==> config.mk <==
export PLATFORM = sky130hd
export DESIGN_NAME = fft_sdf_stage
export DESIGN_NICKNAME = d
export VERILOG_FILES = /design/src/rtl/fft_sdf_stage.sv
export SDC_FILE = /design/constraint.sdc
export NUM_CORES = 1
export LEC_CHECK = 0
export CELL_PAD_IN_SITES_DETAIL_PLACEMENT = 1
export CELL_PAD_IN_SITES_GLOBAL_PLACEMENT = 1
export CORE_UTILIZATION = 40
export CTS_CLUSTER_SIZE = 25
export DETAILED_ROUTE_END_ITERATION = 7
export PLACE_DENSITY_LB_ADDON = 0.1
export REMOVE_ABC_BUFFERS = 1
export SYNTH_ARGS = -nofsm -noshare
export SYNTH_HDL_FRONTEND = slang
export SYNTH_SLANG_ARGS = --single-unit
==> constraint.sdc <==
create_clock -name clk -period 6.07 [get_ports clk]
set_input_delay 0.9105 -clock clk [delete_from_list [all_inputs] [get_ports clk]]
set_output_delay 0.9105 -clock clk [all_outputs]
set_load 0.01 [all_outputs]
==> src/rtl/fft_sdf_stage.sv <==
// Radix-2 single-path delay-feedback FFT stage: D-entry feedback buffer, butterfly with
// scale/saturate, or frame bypass. Define FFT_SDF_ROUND_EN for round-half-up scaling.

module fft_sdf_sat #(
    parameter int DATA_W = 16
) (
    input  logic signed [DATA_W:0]   val_i,
    input  logic        [1:0]        shift_i,
    output logic signed [DATA_W-1:0] res_o
);
    localparam logic signed [DATA_W+1:0] MAX_V = {3'b000, {(DATA_W-1){1'b1}}};
    localparam logic signed [DATA_W+1:0] MIN_V = {3'b111, {(DATA_W-1){1'b0}}};
`ifdef FFT_SDF_ROUND_EN
    localparam logic signed [DATA_W+1:0] HALF1 = 1;
    localparam logic signed [DATA_W+1:0] HALF2 = 2;
`endif

    logic signed [DATA_W+1:0] ext, rnd, shf;

    // Two guard bits keep the rounding add from wrapping before saturation.
    always_comb begin
        ext = {val_i[DATA_W], val_i};
        rnd = ext;
`ifdef FFT_SDF_ROUND_EN
        if (shift_i == 2'd1)
            rnd = ext + HALF1;
        else if (shift_i != 2'd0)
            rnd = ext + HALF2;
`endif
        shf = rnd >>> shift_i;
        if (shf > MAX_V)
            res_o = MAX_V[DATA_W-1:0];
        else if (shf < MIN_V)
            res_o = MIN_V[DATA_W-1:0];
        else
            res_o = shf[DATA_W-1:0];
    end
endmodule

module fft_sdf_stage #(
    parameter int DATA_W    = 16,
    parameter int LOG_DEPTH = 5
) (
    input  logic                     clk,
    input  logic                     rst_n,
    input  logic                     in_valid,
    input  logic signed [DATA_W-1:0] in_data_r,
    input  logic signed [DATA_W-1:0] in_data_i,
    output logic                     in_ready,
    output logic                     out_valid,
    output logic signed [DATA_W-1:0] out_data_r,
    output logic signed [DATA_W-1:0] out_data_i,
    input  logic                     next_ready,
    input  logic                     select,
    input  logic        [1:0]        scaling
);
    localparam int D = 1 << LOG_DEPTH;
    localparam logic [LOG_DEPTH-1:0] LAST = '1;

    typedef enum logic [2:0] {IDLE, FILL, BFLY, DRAIN, PASS} state_t;
    typedef struct packed {
        logic [DATA_W-1:0] re;
        logic [DATA_W-1:0] im;
    } cplx_t;

    state_t               state_q;
    logic [LOG_DEPTH-1:0] cnt_q;
    logic                 half_q;
    logic                 sel_q;
    logic [1:0]           shift_q;
    logic                 out_valid_q;
    cplx_t                out_q;
    cplx_t                mem_q [D];

    cplx_t                   x, a, mem_wd;
    logic                    out_free, accept, mem_we;
    logic [1:0]              scl_eff;
    logic [3:0][DATA_W:0]    pre;
    logic [3:0][DATA_W-1:0]  post;

    assign x        = {in_data_r, in_data_i};
    assign a        = mem_q[cnt_q];
    assign out_free = !out_valid_q || next_ready;
    assign in_ready = out_free && (state_q != DRAIN);
    assign accept   = in_valid && in_ready;
    assign scl_eff  = (scaling == 2'd3) ? 2'd2 : scaling;

    // Lanes: 0/1 = sum re/im, 2/3 = difference re/im.
    assign pre[0] = {a.re[DATA_W-1], a.re} + {x.re[DATA_W-1], x.re};
    assign pre[1] = {a.im[DATA_W-1], a.im} + {x.im[DATA_W-1], x.im};
    assign pre[2] = {a.re[DATA_W-1], a.re} - {x.re[DATA_W-1], x.re};
    assign pre[3] = {a.im[DATA_W-1], a.im} - {x.im[DATA_W-1], x.im};

    for (genvar g = 0; g < 4; g++) begin : g_sat
        fft_sdf_sat #(.DATA_W(DATA_W)) u_sat (
            .val_i   (pre[g]),
            .shift_i (shift_q),
            .res_o   (post[g])
        );
    end

    always_comb begin
        mem_we = accept && ((state_q == IDLE && select) || state_q == FILL || state_q == BFLY);
        mem_wd = (state_q == BFLY) ? {post[2], post[3]} : x;
    end

    always_ff @(posedge clk) begin
        if (mem_we)
            mem_q[cnt_q] <= mem_wd;
    end

    always_ff @(posedge clk or negedge rst_n) begin
        if (!rst_n) begin
            state_q     <= IDLE;
            cnt_q       <= '0;
            half_q      <= 1'b0;
            sel_q       <= 1'b1;
            shift_q     <= 2'd0;
            out_valid_q <= 1'b0;
            out_q       <= '0;
        end else begin
            if (next_ready)
                out_valid_q <= 1'b0;
            case (state_q)
                IDLE: if (accept) begin
                    sel_q   <= select;
                    shift_q <= scl_eff;
                    cnt_q   <= cnt_q + 1'b1;
                    half_q  <= 1'b0;
                    if (select) begin
                        state_q <= FILL;
                    end else begin
                        state_q     <= PASS;
                        out_q       <= x;
                        out_valid_q <= 1'b1;
                    end
                end
                FILL: if (accept) begin
                    cnt_q <= cnt_q + 1'b1;
                    if (cnt_q == LAST)
                        state_q <= BFLY;
                end
                BFLY: if (accept) begin
                    out_q       <= {post[0], post[1]};
                    out_valid_q <= 1'b1;
                    cnt_q       <= cnt_q + 1'b1;
                    if (cnt_q == LAST)
                        state_q <= DRAIN;
                end
                DRAIN: if (out_free) begin
                    out_q       <= a;
                    out_valid_q <= 1'b1;
                    cnt_q       <= cnt_q + 1'b1;
                    if (cnt_q == LAST)
                        state_q <= IDLE;
                end
                PASS: if (accept) begin
                    out_q       <= x;
                    out_valid_q <= 1'b1;
                    cnt_q       <= cnt_q + 1'b1;
                    // The counter spans half a frame; half_q marks the second lap.
                    if (cnt_q == LAST) begin
                        half_q <= 1'b1;
                        if (half_q)
                            state_q <= IDLE;
                    end
                end
                default: state_q <= IDLE;
            endcase
        end
    end

    assign out_valid  = out_valid_q;
    assign out_data_r = out_q.re;
    assign out_data_i = out_q.im;

    logic unused_sel;
    assign unused_sel = sel_q;
endmodule

==> results.toml <==
[clock_tree]
cts_inserted_buffers = 114
htree_num_levels = 3
clk_pin_slew_worst_paths_ns = 0.06
clock_sinks = 1068
cts_buffer_depth = 3
worstSkewPairLatency_ns = 0.72
hold_buffers = 0
cts_root_buffer = "clkbuf_16"
cts_tree = "built"

[yosys]
synth-seq-cells = 1068
ys_types = 75
synth.largest_area_cell = "edfxtp_1"
ys_seq_area_share_pct = 68.6
yosys_warnings = 0
synth_edf_count = 1024
synthDominantCellAreaShare_pct = 66.2
netlist_area_um2 = 46400
ys.flop_type = "edfxtp_1"
syn_area_per_cell_um2 = 17.1
yosys-top-cells-area = "edfxtp_1 (66%), mux4_2 (12%), dfrtp_1 (2.4%)"
async_reset_ff_share_pct = 4.12
syn_inst = 2721

[floorplan]
start_util_pct = 40.5
num_io_pins = 73
core-area_um2 = 115000
rows = 124
die_area_um2 = 117000
die_y_um = 343
die_w_um = 343

[worst_setup_path]
crit_path_start_kind = "flip-flop"
cp.buffers_inverters = 4
crit_type = "reg2reg"
critPathMaxStageDelay_ns = 0.69
crit_path_end_kind = "flip-flop"
required_ns = 6.61
cp_top_family = "compound AO/OA/AOI/OAI gates"
cp_data_arrival_time_ns = 6.35
path_depth = 15
worstPathMaxFanout = 58
path_cells = "buf_12, buf_4, mux4_2, a22oi_1, nand4_1, ha_1, nand2_1, o21ai_0, inv_1, o31a_1, and2_1, a221o_1, mux4_2, a22oi_1, buf_12"
reg2reg_depth = 15
cp_slowest_cell = "dfrtp_4"

[detailed_routing]
vias = 28151
firstDrtPassIters = 7
drc = 16
via_per_inst = 6.18
wl_per_cell_um = 33.6
drt.antenna.violating_nets = 0
drt-total-wl_um = 153000
drt_iter0_drc = 2619

[global_routing]
grt_pass1_vias = 28997
use_met3_pct = 3.77
use_met1_pct = 36.0
grt_busiest_layer = "met2"
grt_max_degree = 67
antenna_found_initial = 0
gr-usage-all-layers_pct = 26.0
use_met2_pct = 43.1
grt_pass1_wl_um = 216000
grt_overflow = 0

[timing]
rsz0062_at_grt = "false"
finalMaxSlewViolations = 0
setup_tns_ns = 0
hold_slack_ns = 0.355
worstMarginPinSlew_ns = 1.29
period_share_pct = 95.6
slew_headroom_pct = 13.9
min_period_ns = 5.80
fmax_mhz = 172
hold_violations = 0
worst_clock_skew_ns = 0.0675
finalSetupViolCount = 0

[power]
power_frac_comb_pct = 50.0
seqPwrFrac_pct = 29.7
power.switching_mw = 14.6
p_int_mw = 21.9
p_leak_nw = 18.1
pwr_density_cell_nw_per_um2 = 665
swShare_pct = 40.1
irDropWorstVdd_v = 0.000349
p_clk_share_pct = 20.3
power_mw = 36.5

[final_layout]
drive_gt1_share_pct = 23.5
final_cell_mix = "edfxtp_1 (1024), mux4_2 (244), buf_4 (145)"
nets = 3071
layout_commonest_cell = "edfxtp_1"
diodes = 0
syn_to_final_growth_pct = 18.4

[placement]
place.gp.congestion = 0.890
hpwl_um = 93800
portBuffers = 72

[hold_path]
hp-class = "in2async"

[run_status]
status = "finished with violations"
violations = "DRC"

[run]
cap_violations = 0
[cell families after synthesis]
family,count (synthesis),synth area share [%]
AOI/OAI and AO/OA,521,8.01
xor gates and xnor gates,43,0.811
muxes,325,13.6
adders and majority gates,83,2.30
and+or+nand+nor,460,4.79
buffers and inverters,221,1.86
DFF,1068,68.6
[final cells by class]
| cell class | count | area [um^2] |
|---|---|---|
| sequential | 1068 | 31900 |
| clock inverter | 85 | 1060 |
| fill | 10713 | 59700 |
| timing repair buffer | 267 | 2810 |
| clock buffer | 126 | 2920 |
| multi-input combinational | 1432 | 14200 |
| tap | 1512 | 1890 |
| inverter | 66 | 248 |
[Yosys cell counts (15+ instances only)]
cell type / instances
o21ai_0: 56
o22ai_1: 21
nand2b_1: 20
ha_1: 79
a21oi_1: 90
nor2_1: 139
nand2_1: 99
nor2b_1: 23
mux2i_1: 70
a31oi_1: 21
mux4_2: 244
nand3_1: 38
dfrtp_1: 44
nor3_1: 33
edfxtp_1: 1024
a211oi_1: 15
a21o_1: 15
buf_2: 18
a22oi_1: 125
xnor2_1: 30
nand4_1: 36
inv_1: 63
clkbuf_1: 108
buf_1: 27
a221oi_1: 34
[layer usage]
metal  vias up  share of wire, %
met5         -                 0
met4         0               2.8
met3       230               5.9
met2      1005                49
met1     15289                43
li1      11627                 -
[power by group through the flow]
stage | logic [mW] | registers (mW) | clock network (mW)
2_1_floorplan | 10.3 | 11.4 | 0
3_3_place_gp | 17.6 | 11.0 | 0
3_5_place_dp | 18.0 | 11.0 | 0
4_1_cts | 18.1 | 10.9 | 7.53
5_1_grt | 19.6 | 10.9 | 7.76
6_report | 18.3 | 10.8 | 7.42
[registers in the layout (all words and copies together) (netlist names)]
| register | cells |
|---|---|
| out_data_i | 16 |
| half_q | 1 |
| mem_q | 1024 |
| shift_q | 2 |
| out_data_r | 16 |
| cnt_q | 5 |
| out_valid | 1 |
| state_q | 3 |
[per-stage QoR]
step	area [um^2]	utilization, %	setup WS [ns]	cells
floorplan	45800	-	-9.67	2566
global placement	50900	44.4	0.170	4343
detailed placement	50900	44.4	-0.0431	4343
CTS	54900	47.9	0.106	4554
global route	55000	47.9	0.0358	4556
finish	55000	47.9	0.267	4556
[repair_timing]
item,CTS,global route
setup endpoints to repair,77,423
setup buffers,0,2
resized for setup,4,2
[worst paths after layout]
kind,startpoint,endpoint,slack [ns]
max,cnt_q[1],mem_q[17][24],0.27
min,rst_n,cnt_q[3],0.35
max in group asynchronous,rst_n,shift_q[0],5.14
min reg2reg,half_q,half_q,0.52
max reg2reg,cnt_q[1],mem_q[17][24],0.27
min in group clk,half_q,half_q,0.52
(Power assumes the default switching activity.)
